`src/rtl/dcache1_victim_wbq_if.sv`:
```
// L2 victim write-back handshake bundle.
//   out_req  : request to L2, out_addr valid
//   out_addr : address of the victim line at the queue head
//   out_ack  : L2 accepted the head entry
//   out_nack : L2 refused the head entry; requester backs off and retries
// master = queue side (drives req/addr), slave = L2 side (drives ack/nack).
interface dcache1_victim_wbq_if #(
  parameter int ADDR_WIDTH = 37
);
  logic                  out_req;
  logic [ADDR_WIDTH-1:0] out_addr;
  logic                  out_ack;
  logic                  out_nack;

  modport master (
    output out_req,
    output out_addr,
    input  out_ack,
    input  out_nack
  );

  modport slave (
    input  out_req,
    input  out_addr,
    output out_ack,
    output out_nack
  );
endinterface

```
`src/rtl/dcache1_victim_wbq.sv`:
```
// Victim write-back queue for dcache1.
// Captures displaced valid lines reported by dcache1_tag during a fill and
// issues them in order to L2 with a req/ack/nack handshake. A nack parks the
// head for RETRY_DLY cycles before it is requested again. Pending entries,
// including the in-flight head, can be probed so loads and snoops can stall.
// All state updates on negedge clk to line up with the tag arrays.
//
// Ports:
//   clk, rst    : clock (negedge active), synchronous active-high reset
//   vict_en     : fill cycle, vict_addr/vict_valid meaningful
//   vict_addr   : displaced line address (wb_addr)
//   vict_valid  : displaced line was valid (wb_valid)
//   vict_stall  : queue full, fill must be held this cycle
//   l2          : L2 handshake (out_req/out_addr out, out_ack/out_nack in)
//   chk_addr    : probe address
//   chk_hit     : probe matches an occupied entry
//   count/empty : occupancy
module dcache1_victim_wbq #(
  parameter int ADDR_WIDTH = 37,
  parameter int DEPTH      = 8,
  parameter int RETRY_DLY  = 4
) (
  input  logic                           clk,
  input  logic                           rst,
  input  logic                           vict_en,
  input  logic [ADDR_WIDTH-1:0]          vict_addr,
  input  logic                           vict_valid,
  output logic                           vict_stall,
  dcache1_victim_wbq_if.master           l2,
  input  logic [ADDR_WIDTH-1:0]          chk_addr,
  output logic                           chk_hit,
  output logic [$clog2(DEPTH+1)-1:0]     count,
  output logic                           empty
);

  localparam int PW = $clog2(DEPTH);
  localparam int CW = $clog2(DEPTH + 1);
  localparam int BW = (RETRY_DLY > 1) ? $clog2(RETRY_DLY) : 1;

  localparam logic [1:0] IDLE    = 2'd0;
  localparam logic [1:0] REQ     = 2'd1;
  localparam logic [1:0] BACKOFF = 2'd2;

  logic [ADDR_WIDTH-1:0] entry [DEPTH];
  logic [DEPTH-1:0]      occ;
  logic [PW-1:0]         wptr;
  logic [PW-1:0]         rptr;
  logic [1:0]            state;
  logic [1:0]            state_next;
  logic [BW-1:0]         bcnt;
  logic [BW-1:0]         bcnt_next;
  logic [CW-1:0]         count_next;
  logic                  full;
  logic                  push;
  logic                  pop;

  assign full       = (count == CW'(DEPTH));
  assign empty      = (count == '0);
  // Stall looks only at current occupancy; a same-cycle pop does not open a slot.
  assign vict_stall = full;
  assign push       = vict_en & vict_valid & ~full;
  assign pop        = (state == REQ) & l2.out_ack;

  assign l2.out_req  = (state == REQ);
  assign l2.out_addr = (state == REQ) ? entry[rptr] : '0;

  always_comb begin
    count_next = count;
    if (push && !pop)
      count_next = count + CW'(1);
    else if (!push && pop)
      count_next = count - CW'(1);
  end

  // ack has priority over nack; both are ignored outside REQ.
  always_comb begin
    state_next = state;
    bcnt_next  = bcnt;
    case (state)
      IDLE: begin
        if (!empty)
          state_next = REQ;
      end
      REQ: begin
        if (l2.out_ack) begin
          state_next = (count_next != '0) ? REQ : IDLE;
        end else if (l2.out_nack) begin
          state_next = BACKOFF;
          bcnt_next  = BW'(RETRY_DLY - 1);
        end
      end
      BACKOFF: begin
        if (bcnt == '0)
          state_next = REQ;
        else
          bcnt_next = bcnt - BW'(1);
      end
      default: state_next = IDLE;
    endcase
  end

  // Per-entry occupancy bits let the probe compare every slot in parallel
  // without decoding the rptr..wptr range.
  always_comb begin
    chk_hit = 1'b0;
    for (int unsigned i = 0; i < DEPTH; i++) begin
      if (occ[i] && (entry[i] == chk_addr))
        chk_hit = 1'b1;
    end
  end

  always_ff @(negedge clk) begin
    if (rst) begin
      wptr  <= '0;
      rptr  <= '0;
      count <= '0;
      occ   <= '0;
      state <= IDLE;
      bcnt  <= '0;
    end else begin
      state <= state_next;
      bcnt  <= bcnt_next;
      count <= count_next;
      if (pop) begin
        occ[rptr] <= 1'b0;
        rptr      <= rptr + PW'(1);
      end
      if (push) begin
        occ[wptr]   <= 1'b1;
        entry[wptr] <= vict_addr;
        wptr        <= wptr + PW'(1);
      end
    end
  end

endmodule

```
`src/flat_wrapper.sv`:
```
// flat-port wrapper written by rule: the top's interface ports become plain ports
module dcache1_victim_wbq_flat 
#(
  parameter int ADDR_WIDTH = 37,
  parameter int DEPTH      = 8,
  parameter int RETRY_DLY  = 4
)
  (clk, rst, vict_en, vict_addr, vict_valid, vict_stall, chk_addr, chk_hit, count, empty, l2_out_req, l2_out_addr, l2_out_ack, l2_out_nack);
  dcache1_victim_wbq_if #(.ADDR_WIDTH(ADDR_WIDTH)) l2_i ();
  input  logic clk;
  input  logic rst;
  input  logic vict_en;
  input  logic [ADDR_WIDTH-1:0] vict_addr;
  input  logic vict_valid;
  output logic vict_stall;
  input  logic [ADDR_WIDTH-1:0] chk_addr;
  output logic chk_hit;
  output logic [$clog2(DEPTH+1)-1:0] count;
  output logic empty;
  output wire logic [$bits(l2_i.out_req)-1:0] l2_out_req;
  output wire logic [$bits(l2_i.out_addr)-1:0] l2_out_addr;
  input wire logic [$bits(l2_i.out_ack)-1:0] l2_out_ack;
  input wire logic [$bits(l2_i.out_nack)-1:0] l2_out_nack;
  assign l2_out_req = l2_i.out_req;
  assign l2_out_addr = l2_i.out_addr;
  assign l2_i.out_ack = l2_out_ack;
  assign l2_i.out_nack = l2_out_nack;
  dcache1_victim_wbq #(.ADDR_WIDTH(ADDR_WIDTH), .DEPTH(DEPTH), .RETRY_DLY(RETRY_DLY)) u_core (.clk(clk), .rst(rst), .vict_en(vict_en), .vict_addr(vict_addr), .vict_valid(vict_valid), .vict_stall(vict_stall), .l2(l2_i), .chk_addr(chk_addr), .chk_hit(chk_hit), .count(count), .empty(empty));
endmodule
```
`config.mk`:
```
export PLATFORM = sky130hd
export DESIGN_NAME = dcache1_victim_wbq_flat
export DESIGN_NICKNAME = d
export VERILOG_FILES = /design/src/rtl/dcache1_victim_wbq_if.sv /design/src/rtl/dcache1_victim_wbq.sv /design/src/flat_wrapper.sv
export SDC_FILE = /design/constraint.sdc
export NUM_CORES = 1
export LEC_CHECK = 0
export CAP_MARGIN = 20
export CORE_ASPECT_RATIO = 0.7
export CORE_UTILIZATION = 39
export CTS_CLUSTER_SIZE = 20
export DETAILED_ROUTE_END_ITERATION = 12
export GPL_TIMING_DRIVEN = 0
export SETUP_SLACK_MARGIN = 0.15
export SYNTH_ARGS = -nofsm -noshare
export SYNTH_HDL_FRONTEND = slang
export SYNTH_SLANG_ARGS = --single-unit
```
`constraint.sdc`:
```
create_clock -name clk -period 12.1 [get_ports clk]
set_input_delay 3.63 -clock clk [delete_from_list [all_inputs] [get_ports clk]]
set_output_delay 3.63 -clock clk [all_outputs]
set_load 0.03 [all_outputs]
```
# ---- Yosys cells after proc, flatten, opt, wreduce, memory -nomap -nowiden
# Memories as Yosys holds them, arrays and structs flattened. A register that Yosys moved wholly into a read port is not among the register bits.
# Cells that the tools add are included.
dict set report totals {
  ram_bits 296
  word_cells 94
  register_bits 22
  in_bits 80
  n_memories 1
}
# memory depth word_bits read_ports rd_clocked_by_memory_dff wr line
set memory_table {}
lappend memory_table {u_core.entry 8 37 9 1 1 dcache1_victim_wbq.sv:44} ;# logic [ADDR_WIDTH-1:0] entry [DEPTH];
dict set report classes {
  reduce_logical 21
  bitwise_logic 7
  n_lt_le_gt_ge 4
  addsub 5
  mux 33
  n_eq_ne 17
}
# cell n
set op_table {}
lappend op_table {{$eq A37 B37 Y1} 8}
lappend op_table {{$mux W37} 1}
lappend op_table {{$mux W8} 3}
lappend op_table {{$mux W1} 14}
lappend op_table {{$mux W2} 7}
lappend op_table {{$logic_and A1 B1 Y1} 12}
lappend op_table {{$and A8 B8 Y8} 1}
lappend op_table {{$lt A3 B4 Y1 const B} 2}
lappend op_table {{$mux W4} 2}
lappend op_table {{$not A8 Y8} 1}
lappend op_table {{$or A8 B8 Y8} 1}
lappend op_table {{$add A3 B1 Y3 const B} 2}
lappend op_table {{$demux W1 S3} 2}
lappend op_table {{$ge A3 B1 Y1 const B} 2}
lappend op_table {{$mux W3} 2}
lappend op_table {{$ne A2 B2 Y1 const B} 3}
lappend op_table {{$pmux W2 S3} 1}
lappend op_table {{$add A4 B1 Y4 const B} 1}
lappend op_table {{$eq A4 B4 Y1 const B} 1}
lappend op_table {{$logic_not A2 Y1} 2}
lappend op_table {{$logic_not A4 Y1} 1}
lappend op_table {{$ne A2 B1 Y1 const B} 2}
lappend op_table {{$pmux W2 S2} 1}
lappend op_table {{$reduce_and A4 Y1} 1}
lappend op_table {{11 further kinds} 14}

# ---- Longest topological paths before layout
# Gate-level depths: netlist of run 1.
dict set report logic_depth {
  depth_word 11
  depth_mapped 9
  mapped_depth_nobuf 8
}

==> reports/qor.txt, run 1 <==
Initial antenna violation count: 1
Boundary Pins: 125
Rows: 61
Status: finished with violations
Sequential share of the synthesized area: 0.5937
# DRC: 0
Rel. slew slack: 0.3872
DRT Pass-1 Iters: 7
Nets: 1634
CP required: 8.47 ns
Comb power frac: 0.200
Pint: 2.443 mW
Post-synth EDFFs: 296
Hold buffers post-CTS: 0
#FFs+latches synth: 321
GRT Total Usage: 0.2952
Largest net degree at the start of global routing: 23
Clock buffer depth: 3
Crit start category: flip-flop
Maximum fanout along the worst path: 2
TritonCTS buffer count: 35
Setup Skew: 0.02973 ns
CTS tree: yes
Library cells used by synthesis: 47
Measured slew at the worst slew-check pin: 0.9124 ns
Area Overhead vs Synth: 34.74%
Clk sinks: 321
Initial DRC count: 1532
CTS clk-pin slew, worst paths: 0.03 ns
DP HPWL: 42830 um
Tot Pwr: 3.621 mW
Switching power: 1.177 mW
Chip Width: 242.7 um
First-pass GRT wire length: 84410 um
Mean Syn Cell Area: 15.02 sq um
Initial Util: 0.3969
# diodes: 0
Seq pwr share: 0.347
Crit path kind: flip-flop to output port
Main area contributors after synthesis: edfxtp_1 56%, mux4_2 11%, xnor2_1 8.4%
Die height: 170.5 um
WP data arrival: 8.82 ns
Vias: 11940
Synth Warn #: 0
Final Setup Violations: 10
Critical Path Sink Type: output port
Dpl cells: 1690
Die area: 0.04137 sq mm
Final WL: 61200 um
H-tree depth: 2
VDD IR max: 0.1050 mV
Fin. Hold Viols: 0
WL per Instance: 29.06 um
Power Density: 169.9 mW/mm^2
Worst-Skew Late Latency: 0.61 ns
Asr flop ratio synth: 0
Commonest cells post-synth: 296 x edfxtp_1, 152 x xnor2_1, 134 x xor2_1, 74 x mux4_2, 60 x nor2_1
Clk network pwr share: 0.452
Post-Syn Instances: 1053
Leakage power total: 8.284 nW
Core area: 0.03984 sq mm
Type of the worst min-delay path: flip-flop to flip-flop
Failing checks: setup timing
Final worst setup slack: -0.3498 ns
Vias per cell: 5.670
Root Driver: clkbuf_16
Top-area cell type share of the netlist area: 0.5621
Area leader, netlist: edfxtp_1
Final ANT Viol Nets: 0
Max-cap violation count: 0
Synth Net Count: 1138
Total congestion overflow: 0
Max Slew Vio Count: 0
Non-Filler Instances: 2106
Final RePlAce weighted congestion: 0.9718
Switch share: 0.3252
# port buffers: 86
Most numerous cell in the Yosys netlist: edfxtp_1
Main synth FF type: edfxtp_1
Layout cell share with drive strength beyond 1: 0.2266
Vias in the first global route: 12145
Mapped Area: 0.01581 sq mm
RSZ-0062 raised after global routing: yes
## power by group through the flow
| stage | Sequential (mW) | Combinational [mW] | Clock, mW |
|---|---|---|---|
| after floorplan | 1.27 | 0.332 | 0.158 |
| after detailed placement | 1.27 | 0.564 | 0.158 |
| final | 1.26 | 0.726 | 1.64 |
| after CTS | 1.26 | 0.690 | 1.65 |
| after global routing | 1.26 | 0.751 | 1.78 |
| after global placement | 1.27 | 0.559 | 0.158 |
## cell families after synthesis
group,after synthesis,synth area share
buf+inv,92,0.02769
compound gates,45,0.02152
flops,321,0.5937
fa+ha+maj,5,0.003956
xor+xnor,286,0.1584
simple gates,192,0.06527
mux,112,0.1294
## critical path, cell delays in order (launching register included)
cell	delay, ns
edfxtp_1	0.39
xor2_1	0.28
nor4_1	0.81
nand4_1	0.16
o22ai_1	0.22
or4_4	0.18
buf_6	0.13
## what timing repair did
action,CTS,global route
buffers inserted,22,8
pin swaps,13,20
gates resized for setup,367,53
cloned,7,0
setup endpoints to repair,38,40
## registers in the layout (all words and copies together) (netlist names), named ones only
register / flops
u_core.occ: 8
u_core.bcnt: 2
u_core.count: 4
u_core.rptr: 3
u_core.wptr: 3
u_core.entry: 296
u_core.state: 2
## worst paths after layout
check	startpoint	endpoint	slack [ns]	depth (start not counted)
worst max-delay path	u_core.entry[1][27]	chk_hit	-0.35	6
worst min-delay path	u_core.bcnt[0]	u_core.bcnt[0]	0.46	1
worst max register to register	u_core.count[0]	u_core.entry[1][11]	9.07	9
worst min register to register	u_core.bcnt[0]	u_core.bcnt[0]	0.46	1
## layout by cell type (no fill, tap or decap), drive strengths merged, types with 5 or more instances in the layout
cell type        n
nand3            5
mux4            74
nor2            61
mux2i           38
clkdlybuf4s50   47
a31o             7
xor2           134
clkinvlp         7
dfxtp           25
xnor2          152
nor4            46
o21ai            6
clkbuf          49
edfxtp         296
nand4           50
bufinv           8
inv            351
a21oi            5
ha               5
buf            145
o22ai            8
nand2           14
## layer usage
metal | track usage | part of all wire | vias up | wire length [um]
li1 | - | - | 4984 | -
met1 | 0.4140 | 0.42 | 6048 | 25760
met2 | 0.4166 | 0.43 | 816 | 26290
met3 | 0.1154 | 0.13 | 90 | 7968
met4 | 0.09543 | 0.019 | 2 | 1171
met5 | 0 | 0.00015 | - | 9
## metrics by stage
step / worst slack (ns) / setup TNS, ns / util / area, sq um / hold WS (ns)
3_3_place_gp: -2.654 / -645.81 / 0.4361 / 17370 / 0.4528
4_1_cts: -0.2349 / -0.3885 / 0.5280 / 21030 / 0.4623
2_1_floorplan: -0.1457 / -15.37 / - / 15840 / 0.4367
3_5_place_dp: -1.013 / -33.60 / 0.4437 / 17680 / 0.4579
5_1_grt: -0.3156 / -1.066 / 0.5348 / 21310 / 0.5017
6_report: -0.3498 / -0.5145 / 0.5348 / 21310 / 0.4602
## area by class of cell
| cell class | instances | area (sq um) |
|---|---|---|
| Inverter | 25 | 93.84 |
| Tap cell | 535 | 669.4 |
| Multi-Input combinational cell | 640 | 6502 |
| Fill cell | 3352 | 18530 |
| Clock buffer | 37 | 925.9 |
| Timing Repair Buffer | 139 | 1619 |
| Buffer | 66 | 568.0 |
| Clock inverter | 343 | 1534 |
| Sequential cell | 321 | 9395 |
No activity file was read; power rests on OpenSTA's default activity.
==> run 2, diff against run 1 <==
--- a/config.mk
+++ b/config.mk
@@ -6,11 +6,11 @@
 export NUM_CORES = 1
 export LEC_CHECK = 0
 export CAP_MARGIN = 20
-export CORE_ASPECT_RATIO = 0.7
 export CORE_UTILIZATION = 39
 export CTS_CLUSTER_SIZE = 20
 export DETAILED_ROUTE_END_ITERATION = 12
 export GPL_TIMING_DRIVEN = 0
+export RECOVER_POWER = 25
 export SETUP_SLACK_MARGIN = 0.15
 export SYNTH_ARGS = -nofsm -noshare
 export SYNTH_HDL_FRONTEND = slang
==> run 2 against run 1 <==
The flow still finishes with violations (setup timing). Critical path depth rose by 1. Sequential power barely moved. Utilization barely moved. Clock-buffer cell count rose by 1. Sequential share of layout area barely moved. Clock power fell by 9%. First-iteration DRC count fell by 2.6%. Register-to-register slack improved by 0.07 ns. Critical endpoint unchanged.
==> reports/qor.txt, run 2 (synthesis gave the netlist of run 1 again) <==
Status: finished with violations (unchanged)
Failing checks: setup timing (unchanged)
DRT Pass-1 Iters: 6 (was 7)
Hold Path End: u_core.bcnt[0] (unchanged)
Total congestion overflow: 0 (unchanged)
Largest stage delay on the critical path: 0.41 ns (was 0.81 ns)
Layout cell share with drive strength beyond 1: 0.2250 (was 0.2266)
Max Slew Vio Count: 0 (unchanged)
Top reg by flops: u_core.entry (unchanged)
Rel. slew slack: 0.3452 (was 0.3872)
Largest regs: u_core.entry: 296 flops, u_core.occ: 8 flops, u_core.count: 4 flops (unchanged)
Boundary Pins: 125 (unchanged)
Rows: 73 (was 61)
Worst r2r dst: u_core.entry[3][31] (was u_core.entry[1][11])
Area Overhead vs Synth: 34.60% (was 34.74%)
DP HPWL: 42180 um (was 42830 um)
Final RePlAce weighted congestion: 0.9933 (was 0.9718)
TritonCTS buffer count: 38 (was 35)
Critical-path cell list: xnor2_1 > nand4_1 > nor4_4 > nand3_1 > o22ai_1 > or4_4 > buf_6 (was xor2_1 > nor4_1 > nand4_1 > o22ai_1 > or4_4 > buf_6)
WL per Instance: 27.70 um (was 29.06 um)
Hold slack: 0.4854 ns (was 0.4602 ns)
Final TNS setup: -0.2829 ns (was -0.5145 ns)
Critical Path Sink Type: output port (unchanged)
Slowest CP cell: edfxtp_1 (was nor4_1)
VDD IR max: 0.08964 mV (was 0.1050 mV)
Clock buffer depth: 3 (unchanged)
H-tree depth: 2 (unchanged)
Vias per cell: 5.529 (was 5.670)
Storage element area: 0.009393 sq mm (was 0.009395 sq mm)
Crit path kind: flip-flop to output port (unchanged)
# port buffers: 86 (unchanged)
Nets: 1648 (was 1634)
Initial antenna violation count: 6 (was 1)
Die height: 203.4 um (was 170.5 um)
Multi-input gate area: 0.006466 sq mm (was 0.006502 sq mm)
Dpl cells: 1681 (was 1690)
Crit start category: flip-flop (unchanged)
Non-Filler Instances: 2117 (was 2106)
CP required: 8.47 ns (about the same)
RSZ-0062 raised after global routing: yes (unchanged)
Power Density: 162.6 mW/mm^2 (was 169.9 mW/mm^2)
Vias in the first global route: 12256 (was 12145)
Measured slew at the worst slew-check pin: 0.9799 ns (was 0.9124 ns)
Vias: 11704 (was 11940)
Die area: 0.04136 sq mm (was 0.04137 sq mm)
Clk sinks: 321 (unchanged)
Initial DRC count: 1492 (was 1532)
Root Driver: clkbuf_16 (unchanged)
Fin. Hold Viols: 0 (unchanged)
WP data arrival: 8.74 ns (was 8.82 ns)
R2R depth: 8 (was 9)
DP Worst Slack: -0.9006 ns (was -1.013 ns)
Type of the worst min-delay path: flip-flop to flip-flop (unchanged)
GRT Total Usage: 0.2836 (was 0.2952)
Worst-Skew Late Latency: 0.60 ns (was 0.61 ns)
Setup Skew: 0.03239 ns (was 0.02973 ns)
Final ANT Viol Nets: 0 (unchanged)
Post-placement cell area: 0.01773 sq mm (was 0.01768 sq mm)
Initial Util: 0.3971 (was 0.3969)
Leakage power total: 8.360 nW (was 8.284 nW)
Max reg flops: 296 (unchanged)
R2R setup slack: 9.14 ns (was 9.07 ns)
Core area: 0.03982 sq mm (was 0.03984 sq mm)
Layout filler cell count: 3425 (was 3352)
CTS clk-pin slew, worst paths: 0.04 ns (was 0.03 ns)
Hold Startpoint: u_core.bcnt[0] (unchanged)
Final worst setup slack: -0.2742 ns (was -0.3498 ns)
Hold Crit Depth: 1 (unchanged)
CTS tree: yes (unchanged)
Final Setup Violations: 3 (was 10)
Max-cap violation count: 0 (unchanged)
Final WL: 58640 um (was 61200 um)
Post-route cell area: 0.02129 sq mm (was 0.02131 sq mm)
Commonest non-fill, non-tap cell in the layout: inv_1 (unchanged)
Chip Width: 203.4 um (was 242.7 um)
R2r startpoint: u_core.count[0] (unchanged)
# DRC: 0 (unchanged)
Largest net degree at the start of global routing: 23 (unchanged)
Most frequent cells in the layout: 359 x inv_1, 296 x edfxtp_1, 134 x xor2_1 (was 347 x inv_1, 296 x edfxtp_1, 132 x xor2_1)
Maximum fanout along the worst path: 2 (unchanged)
First-pass GRT wire length: 81200 um (was 84410 um)
[run 2: cell types whose count changed in the layout (fill, tap and decap cells not counted), sizes merged, moves of 3 or more]
cell / previous run / this run
diode: 0 / 5
dlygate4sd3: 0 / 26
buf: 145 / 154
bufinv: 8 / 2
clkbuf: 49 / 52
inv: 351 / 361
clkdlybuf4s50: 47 / 21
[run 2: metal layers]
metal / routed length (um) / vias to the layer above / global-route usage
li1: - / 5023 / -
met1: 22480 / 5877 / 0.3536
met2: 27730 / 685 / 0.4399
met3: 5938 / 117 / 0.08597
met4: 2477 / 2 / 0.1584
met5: 13 / - / 0
[run 2: final cells by class]
class / count / share of cell area
flip-flops and latches: 321 / 0.4413
multi-input cells: 640 / 0.3038
repair buffers: 150 / 0.08294
clock inverters: 347 / 0.06490
clock buffers: 38 / 0.04467
well taps: 525 / 0.03086
plain buffers: 66 / 0.02657
inverters: 25 / 0.004409
diodes: 5 / 0.0005878
[run 2: worst max path at each step]
stage,startpoint,end,depth (start not counted)
floorplan,rst,u_core.entry[6][0],4
global placement,vict_en,u_core.entry[4][27],5
detailed placement,flip-flop,l2_out_addr[29],6
CTS,u_core.entry[5][0],chk_hit,7
global route,u_core.entry[5][24],chk_hit,7
finish,u_core.entry[6][21],chk_hit,7
[run 2: worst max-delay path: cells and delay by family, from the launching register on]
kind / cells / cell delay [ns]
XOR/XNOR: 1 / 0.37
buffers and inverters: 1 / 0.13
AO/OA/AOI/OAI: 1 / 0.26
flip-flops: 1 / 0.41
AND/OR/NAND/NOR: 4 / 0.95
[run 2: report_power, final]
group / total [mW] / internal (mW) / switching (mW)
Combinational: 0.718 / 0.338 / 0.380
Clock: 1.49 / 0.753 / 0.733
Sequential: 1.26 / 1.24 / 0.0191
[run 2: timing repair]
item | in CTS | in global routing
hold buffers | 0 | 0
pin swaps | 12 | 15
buffers inserted | 20 | 22
cloned | 3 | 2
resized for setup | 352 | 60
hold endpoints to repair | 0 | 0
endpoints found under the setup margin | 39 | 34
[run 2: through the flow]
step	power, mW	util
global route	3.630	0.5342
detailed placement	1.988	0.4453
global placement	1.982	0.4359
CTS	3.421	0.5232
finish	3.462	0.5345
floorplan	1.763	-
==> run 3, diff against run 2 <==
--- a/config.mk
+++ b/config.mk
@@ -11,6 +11,7 @@
 export DETAILED_ROUTE_END_ITERATION = 12
 export GPL_TIMING_DRIVEN = 0
 export RECOVER_POWER = 25
+export REMOVE_ABC_BUFFERS = 1
 export SETUP_SLACK_MARGIN = 0.15
 export SYNTH_ARGS = -nofsm -noshare
 export SYNTH_HDL_FRONTEND = slang
==> constraint.sdc (replaced) <==
create_clock -name clk -period 13.1 [get_ports clk]
set_input_delay 3.93 -clock clk [delete_from_list [all_inputs] [get_ports clk]]
set_output_delay 3.93 -clock clk [all_outputs]
set_load 0.03 [all_outputs]
==> run 3 against run 2 <==
Critical path depth shrank 1. First-iteration DRC count shrank 25%. Utilization shrank 0.63 points. The run now ends clean. Highest routed layer is now met4. Global-route usage shrank 2.4 points.
==> reports/qor.txt, run 3 (synthesis gave the netlist of run 1 again) <==
Rows: 73 (unchanged)
Die height: 203.4 um (unchanged)
Pint: 2.173 mW (was 2.330 mW)
Capture point of the critical path: chk_hit (unchanged)
Final Setup Violations: 0 (was 3)
Final TNS setup: 0 ns (was -0.2829 ns)
Clk sinks: 321 (unchanged)
Measured slew at the worst slew-check pin: 0.8383 ns (was 0.9799 ns)
WL per Instance: 25.71 um (was 27.70 um)
DP HPWL: 37560 um (was 42180 um)
Switch share: 0.3182 (was 0.3269)
# port buffers: 124 (was 86)
Fin. Hold Viols: 0 (unchanged)
R2r startpoint: u_core.count[0] (unchanged)
Root Driver: clkbuf_16 (unchanged)
R2R setup slack: 9.89 ns (was 9.14 ns)
Crit path kind: flip-flop to output port (unchanged)
H-tree depth: 2 (unchanged)
Setup Skew: 0.02035 ns (was 0.03239 ns)
Non-Filler Instances: 2076 (was 2117)
TritonCTS buffer count: 37 (was 38)
Total congestion overflow: 0 (unchanged)
Maximum fanout along the worst path: 2 (unchanged)
Rel. slew slack: 0.4398 (was 0.3452)
Final ANT Viol Nets: 0 (unchanged)
Worst r2r dst: u_core.entry[1][13] (was u_core.entry[3][31])
Switching power: 1.014 mW (was 1.132 mW)
CP required: 9.17 ns (was 8.47 ns)
Largest regs: u_core.entry: 296 flops, u_core.occ: 8 flops, u_core.count: 4 flops (unchanged)
Initial antenna violation count: 2 (was 6)
Vias in the first global route: 12043 (was 12256)
Vias per cell: 5.468 (was 5.529)
Crit start category: flip-flop (unchanged)
Seq pwr share: 0.365 (was 0.363)
CTS tree: yes (unchanged)
Largest net degree at the start of global routing: 26 (was 23)
Max Slew Vio Count: 0 (unchanged)
Tot Pwr: 3.187 mW (was 3.462 mW)
Final WL: 53380 um (was 58640 um)
VDD IR max: 0.08837 mV (was 0.08964 mV)
Chip Width: 203.4 um (unchanged)
Max-cap violation count: 0 (unchanged)
Crit path from: u_core.entry[1][27] (was u_core.entry[6][21])
Worst-Skew Late Latency: 0.60 ns (about the same)
GRT Total Usage: 0.2595 (was 0.2836)
Initial Util: 0.3971 (unchanged)
Initial DRC count: 1122 (was 1492)
Status: finished clean (was finished with violations)
Vias: 11352 (was 11704)
Boundary Pins: 125 (unchanged)
Max reg flops: 296 (unchanged)
Final RePlAce weighted congestion: 0.9351 (was 0.9933)
Leakage power total: 8.112 nW (was 8.360 nW)
DRT Pass-1 Iters: 5 (was 6)
WP data arrival: 9.16 ns (was 8.74 ns)
Clock buffer depth: 3 (unchanged)
Layout cell share with drive strength beyond 1: 0.1969 (was 0.2250)
Commonest non-fill, non-tap cell in the layout: inv_1 (unchanged)
RSZ-0062 raised after global routing: yes (unchanged)
Most frequent cells in the layout: 349 x inv_1, 296 x edfxtp_1, 131 x xor2_1 (was 359 x inv_1, 296 x edfxtp_1, 134 x xor2_1)
Dpl cells: 1659 (was 1681)
Area Overhead vs Synth: 33.01% (was 34.60%)
# DRC: 0 (unchanged)
Critical Path Sink Type: output port (unchanged)
Nets: 1607 (was 1648)
Top reg by flops: u_core.entry (unchanged)
R2R depth: 9 (was 8)
First-pass GRT wire length: 76230 um (was 81200 um)
Type of the worst min-delay path: flip-flop to flip-flop (unchanged)
Core area: 0.03982 sq mm (unchanged)
CTS clk-pin slew, worst paths: 0.03 ns (was 0.04 ns)
Hold buffers post-CTS: 0 (unchanged)
Comb power frac: 0.179 (was 0.207)
Clk network pwr share: 0.456 (was 0.429)
Die area: 0.04136 sq mm (unchanged)
Power Density: 151.5 mW/mm^2 (was 162.6 mW/mm^2)
-- run 3: cell types whose count changed in the layout (fill, tap and decap cells not counted), moves of 4 or more --
| cell | before | now |
|---|---|---|
| clkbuf_8 | 5 | 0 |
| buf_12 | 17 | 11 |
| buf_4 | 63 | 31 |
| clkbuf_2 | 3 | 11 |
| inv_1 | 359 | 349 |
| xnor2_1 | 128 | 124 |
| buf_8 | 10 | 3 |
| clkdlybuf4s15_2 | 0 | 4 |
| xnor2_2 | 21 | 26 |
| clkdlybuf4s50_1 | 21 | 61 |
| buf_6 | 23 | 7 |
| clkinvlp_2 | 7 | 13 |
| buf_2 | 27 | 10 |
-- run 3: worst min path at each step --
stage	start	end	slack (ns)	cells past startpoint
3_3_place_gp	u_core.bcnt[0]	u_core.bcnt[0]	0.45	1
6_report	u_core.bcnt[0]	u_core.bcnt[0]	0.47	1
4_1_cts	u_core.bcnt[0]	u_core.bcnt[0]	0.47	1
3_5_place_dp	u_core.bcnt[0]	u_core.bcnt[0]	0.46	1
5_1_grt	u_core.bcnt[0]	u_core.bcnt[0]	0.51	1
2_1_floorplan	u_core.bcnt[0]	u_core.bcnt[0]	0.43	1
-- run 3: layout make-up --
type                            instances  area, sq um
Sequential cell                       321         9400
Clock inverter                        348         1471
Clock buffer                           39        975.9
Fill cell                            3456        18790
Inverter                               25        93.84
Antenna cell                            2        5.005
Multi-Input combinational cell        640         6504
Timing Repair Buffer                  176         1927
Tap cell                              525        656.9
-- run 3: what timing repair did --
item	4_1_cts	5_1_grt
gates cloned	6	2
pin swaps	6	21
gates resized for setup	170	92
endpoints found under the setup margin	39	20
setup buffers	13	8
-- run 3: power groups by stage --
stage	clock (mW)	combinational [mW]	sequential [mW]
finish	1.45	0.570	1.16
CTS	1.49	0.549	1.16
global placement	0.146	0.466	1.22
detailed placement	0.146	0.501	1.18
floorplan	0.146	0.262	1.20
global route	1.60	0.604	1.16
-- run 3: critical path, cell delays in order, from the launching register on --
cell and delay, ns:
edfxtp_1 0.39, xor2_1 0.47, nor4_2 0.18, nand4_1 0.16
o22ai_1 0.10, or4_4 0.56, buf_6 0.16
-- run 3: per-layer routing --
metal	track usage	vias to the layer above	part of all wire
li1	-	4939	-
met1	0.3294	5723	0.40
met2	0.4042	609	0.48
met3	0.08357	81	0.090
met4	0.1182	0	0.031
met5	0	-	0
-- run 3: metrics by stage --
stage          instance area (sq um)  worst slack [ns]  hold slack (ns)    util
3_3_place_gp                   17370            -7.165           0.4495  0.4362
2_1_floorplan                  15470            -1.960           0.4316       -
4_1_cts                        20670          -0.05340           0.4671  0.5190
5_1_grt                        21030          -0.04419           0.5068  0.5281
3_5_place_dp                   17820           -0.4147           0.4628  0.4476
6_report                       21030          0.009212           0.4656  0.5282
==> RTL change 1: new RTL, config.mk and constraints of run 2 <==
`DEPTH` is set to 8 in 2 places; all go to 16.
--- a/src/rtl/dcache1_victim_wbq.sv
+++ b/src/rtl/dcache1_victim_wbq.sv
@@ -18,5 +18,5 @@
 module dcache1_victim_wbq #(
   parameter int ADDR_WIDTH = 37,
-  parameter int DEPTH      = 8,
+  parameter int DEPTH      = 16,
   parameter int RETRY_DLY  = 4
 ) (
--- a/src/flat_wrapper.sv
+++ b/src/flat_wrapper.sv
@@ -3,5 +3,5 @@
 #(
   parameter int ADDR_WIDTH = 37,
-  parameter int DEPTH      = 8,
+  parameter int DEPTH      = 16,
   parameter int RETRY_DLY  = 4
 )
Ports: changed (resized count); port bits go from 125 to 126. No check against the original RTL was run, so the function may have changed too.
==> RTL change 1 against run 2 <==
- the flow still finishes with violations (setup timing)
- wire length rose to 2.9 times the old value
- synthesized area up 97%
- die area up 95%
- critical path depth unchanged
- sequential power up 94%
- sequential share of layout area about the same
- setup slack worse by 0.79 ns
- register-to-register slack worse by 0.33 ns
- total power up 110%
- cell count up 90%
- final area up 97%
- clock skew up 0.0077 ns
- sequential cell count up 308
- critical path type unchanged
- highest routed layer unchanged
==> RTL change 1: results (changes against run 2) <==
[timing]
fin_skew_ns=0.0401  ; +0.00771 ns
fin_ws_ns=-1.06  ; -0.788 ns
tightest_slew_ns=1.30  ; +0.316 ns
finalSetupViolCount=38  ; +35

[grt]
grt.total_usage=0.413  ; +0.129
grt_max_degree=19  ; -17%
grt_pass1_wl_um=216000  ; +170%

[final_layout]
final_nets=2997  ; +82%
top_regs=u_core.entry x592, u_core.occ x16, u_core.count x5

[placement]
place_hpwl_um=127000  ; +200%
gp_congestion=1.11  ; +12%

[power_and_ir_drop]
leakagePower_nw=16.2  ; +94%
vdd_drop_max_uv=107  ; +19%
power.share.switching=0.337  ; +0.0103

[run_status]
violations=setup timing
status=finished, violations left

[clocking]
clk_latency_ns=0.68  ; +0.08 ns
cts-buffers-inserted=77  ; +100%
cts_max_level=3  ; +1

[logic_synthesis]
synthTopCellsByCount=edfxtp_1 (592), xor2_1 (302), xnor2_1 (273), mux4_2 (180), nor4_1 (96)
yosys.area_share.xor_xnor=0.162  ; +0.00363
ys_top_cells_by_area=edfxtp_1 (57%), mux4_2 (13%), xor2_1 (8.5%)
synth_edf_count=592  ; +100%
yosysSeqAreaShare=0.596  ; +0.00205
yosys-mux-area-fraction=0.136  ; +0.00614
mappedNetlistNets=2050  ; +80%

[worst_setup_path]
r2r_cells=7  ; -1
cp_slowest_stage_delay_ns=0.46  ; +0.05 ns

[route]
first_pass_iters=7  ; +1

[RTL change 1: changes by cell type after synthesis, moves of 13 or more]
cell	run 2	this run
and2_1	1	38
buf_6	1	14
clkbuf_1	13	64
edfxtp_1	296	592
mux2i_1	38	3
mux4_2	74	180
nand4_1	50	87
nor2_1	60	37
nor4_1	45	96
o21ai_1	0	13
xnor2_1	152	273
xor2_1	134	302
[RTL change 1: stage by stage]
stage,cells,setup slack [ns],hold slack [ns],total power (W)
final,4019,-1.06,0.456,0.00713
after global routing,4015,-0.982,0.474,0.00738
after CTS,3975,-1.02,0.464,0.00704
after detailed placement,3144,-1.92,0.459,0.00383
after global placement,3097,-4.60,0.461,0.00382
after floorplan,1959,-0.291,0.437,0.00333
[RTL change 1: cell type report]
class / instances / area (um^2) / share of cell area
flip-flops and latches: 629 / 18500 / 0.441
inverters: 32 / 120 / 0.00286
plain buffers: 126 / 1030 / 0.0245
clock inverters: 690 / 3010 / 0.0717
repair buffers: 240 / 3170 / 0.0755
multi-input cells: 1171 / 12900 / 0.307
well taps: 1050 / 1310 / 0.0313
diodes: 4 / 10.0 / 0.000238
clock buffers: 77 / 1930 / 0.0459
[RTL change 1: logic make-up after synthesis]
kind of cell	Yosys count
buf+inv	159
xor+xnor	575
flops	629
mux	188
fa+ha+maj	11
compound gates	73
simple gates	324
[RTL change 1: layer usage]
layer / global-route usage / share of wire
met5: 0 / 0.0010
met3: 0.141 / 0.13
met2: 0.579 / 0.43
met4: 0.287 / 0.073
met1: 0.534 / 0.37
[RTL change 1: worst max-delay path by stage]
| stage | start | end | cells after the start |
|---|---|---|---|
| after floorplan | vict_en | u_core.entry[15][0] | 4 |
| after global placement | vict_en | u_core.entry[0][5] | 5 |
| after detailed placement | u_core.entry[6][30] | chk_hit | 7 |
| after CTS | u_core.entry[6][30] | chk_hit | 7 |
| after global routing | u_core.entry[10][19] | chk_hit | 7 |
| final | u_core.entry[6][30] | chk_hit | 7 |
[RTL change 1: power by group through the flow]
stage               clock, W  sequential, W  combinational, W
floorplan           0.000308        0.00247          0.000556
global placement    0.000308        0.00247           0.00104
detailed placement  0.000308        0.00247           0.00106
CTS                  0.00330        0.00244           0.00130
global route         0.00353        0.00244           0.00141
finish               0.00329        0.00244           0.00140
[RTL change 1: repair_timing]
| action | CTS | global route |
|---|---|---|
| cloned | 3 | 1 |
| gates resized for setup | 505 | 85 |
| setup endpoints to repair | 193 | 151 |
| pin swaps | 24 | 21 |
| buffers inserted | 62 | 39 |
==> RTL change 2: new RTL, flow settings as in run 2 <==
Made on the original files. One comparison of `count` changes from == to >=.
--- a/src/rtl/dcache1_victim_wbq.sv
+++ b/src/rtl/dcache1_victim_wbq.sv
@@ -55,5 +55,5 @@
   logic                  pop;
 
-  assign full       = (count == CW'(DEPTH));
+  assign full       = (count >= CW'(DEPTH));
   assign empty      = (count == '0);
   // Stall looks only at current occupancy; a same-cycle pop does not open a slot.
Formal check against the unedited RTL: same outputs for any inputs over 4 cycles, from zero or initial values and one cycle with rst high; that may be too few to reach the edited logic, so the function may still have changed.
==> RTL change 2 against run 2 <==
- the run still ends with setup timing left
- final area barely moved
- total power rose by 4.8%
- critical path depth did not move
- synthesized area rose by 1.1%
- register-to-register slack improved by 0.56 ns
- hold slack got worse by 0.026 ns
- core utilization fell by 0.36 points
- combinational power rose by 2%
- setup slack got worse by 0.17 ns
- global-route usage fell by 1.4 points
- wire length fell by 3.7%
- sequential cell count did not move
- critical endpoint unchanged
==> RTL change 2: results (changes against run 2) <==
[run_status]
status=finished, violations left
violations=setup timing

[placement]
place_inst=1665  ; -0.95%
gp_congestion=0.959  ; -3.4%
place_hpwl_um=39700  ; -5.8%
place_area_um2=17800  ; +0.54%

[worst_setup_path]
cp_slowest_stage_delay_ns=0.45  ; +0.04 ns
critPathSlowestCell=nor4_2
arrival_ns=8.92  ; +0.18 ns

[final_layout]
final_nets=1618  ; -1.8%
n_antenna_cell=0  ; -5
drive_gt1_frac=0.218  ; -0.00664
fill_cells=3364  ; -1.8%

[route]
first_pass_iters=5  ; -1
vias_per_cell=5.51  ; -0.41%
wl_um=56400  ; -3.7%
post_drt_wl_per_cell_um=27.0  ; -2.4%
drtIter0Drc=1285  ; -14%

[grt]
grt_pass1_wl_um=77900  ; -4.1%
antenna_found_initial=1  ; -5
grt_pass1_vias=11800  ; -3.4%
grt.total_usage=0.270  ; -0.0138

[logic_synthesis]
synth_compound_area_frac=0.0135  ; -0.00798
synth_edf_count=296  ; unchanged
synth_adder_area_share=0.00391  ; -0.0000421
synth_cell_types=46  ; -2.1%
mappedNetlistNets=1124  ; -1.2%
ys_top_cells_by_area=edfxtp_1 (56%), mux4_2 (10%), xor2_1 (9.0%)
synthTopCellsByCount=edfxtp_1 (296), xor2_1 (164), xnor2_1 (137), mux4_2 (74), nor2_1 (58)
yosys.area_share.xor_xnor=0.165  ; +0.00653
yosys-mux-area-fraction=0.129  ; about the same
postSynthCellCount=1039  ; -1.3%

[clocking]
cts-buffers-inserted=39  ; +2.6%
clk_latency_ns=0.62  ; +0.02 ns

[timing]
tightest_slew_ns=0.928  ; -0.0518 ns
finalSetupViolCount=3  ; unchanged
fin_ws_ns=-0.448  ; -0.174 ns
fin_skew_ns=0.0258  ; -0.00656 ns

[power_and_ir_drop]
vdd_drop_max_uv=97.4  ; +8.6%
leakagePower_nw=8.31  ; -0.57%

-- RTL change 2: changes by cell type after synthesis, sizes merged, moves of 2 or more --
cell,change
clkbuf,-2
buf,+3
xnor2,-15
inv,-16
o21ai,-6
o22ai,-4
xor2,+30
nand3,-3
nor4,+4
o2bb2ai,-3
a222oi,-3
nor2,-2
nand2,+2
-- RTL change 2: kinds of logic after synthesis --
family | count (synthesis)
XOR/XNOR | 301
AO/OA/AOI/OAI | 28
adder cells (fa/ha/maj) | 5
AND/OR/NAND/NOR | 194
multiplexers | 114
flip-flops | 321
buffers and inverters | 76
-- RTL change 2: stage by stage --
stage | setup TNS [ns] | setup slack [ns]
floorplan | -33.32 | -0.185
global placement | -717.34 | -2.89
CTS | -0.279 | -0.256
global route | -0.826 | -0.369
finish | -0.466 | -0.448
detailed placement | -30.94 | -0.947
-- RTL change 2: final timing paths --
path                            slack (ns)            endpoint               start  cells past startpoint
worst min-delay path                  0.46      u_core.bcnt[0]      u_core.bcnt[0]                      1
worst max register to register        9.70  u_core.entry[7][6]     u_core.count[3]                      4
worst min register to register        0.46      u_core.bcnt[0]      u_core.bcnt[0]                      1
worst max-delay path                 -0.45             chk_hit  u_core.entry[2][8]                      7
-- RTL change 2: where the power goes --
part | internal, W | switching (W) | total [W]
logic | 0.000329 | 0.000406 | 0.000734
clock network | 0.000884 | 0.000751 | 0.00163
registers | 0.00124 | 0.0000207 | 0.00126
-- RTL change 2: cell type report --
class                   instances  area, um^2  share of cell area
clock buffers                  41        1030              0.0482
multi-input cells             642        6400               0.300
repair buffers                133        1540              0.0722
flip-flops and latches        321        9390               0.441
clock inverters               350        1500              0.0706
well taps                     525         657              0.0309
plain buffers                  67         747              0.0351
inverters                       8        30.0             0.00141
-- RTL change 2: routing by layer --
layer | GRT usage | up-vias | share of wire
li1 | - | 4931 | -
met1 | 0.340 | 5827 | 0.39
met2 | 0.421 | 620 | 0.48
met3 | 0.0802 | 111 | 0.095
met4 | 0.134 | 2 | 0.036
met5 | 0 | - | 0.00021
-- RTL change 2: what timing repair did --
item,in CTS,in global routing
hold endpoints to repair,0,0
pin swaps,17,14
buffers inserted,14,12
setup endpoints to repair,39,37
gates resized for setup,343,36
gates cloned,3,3
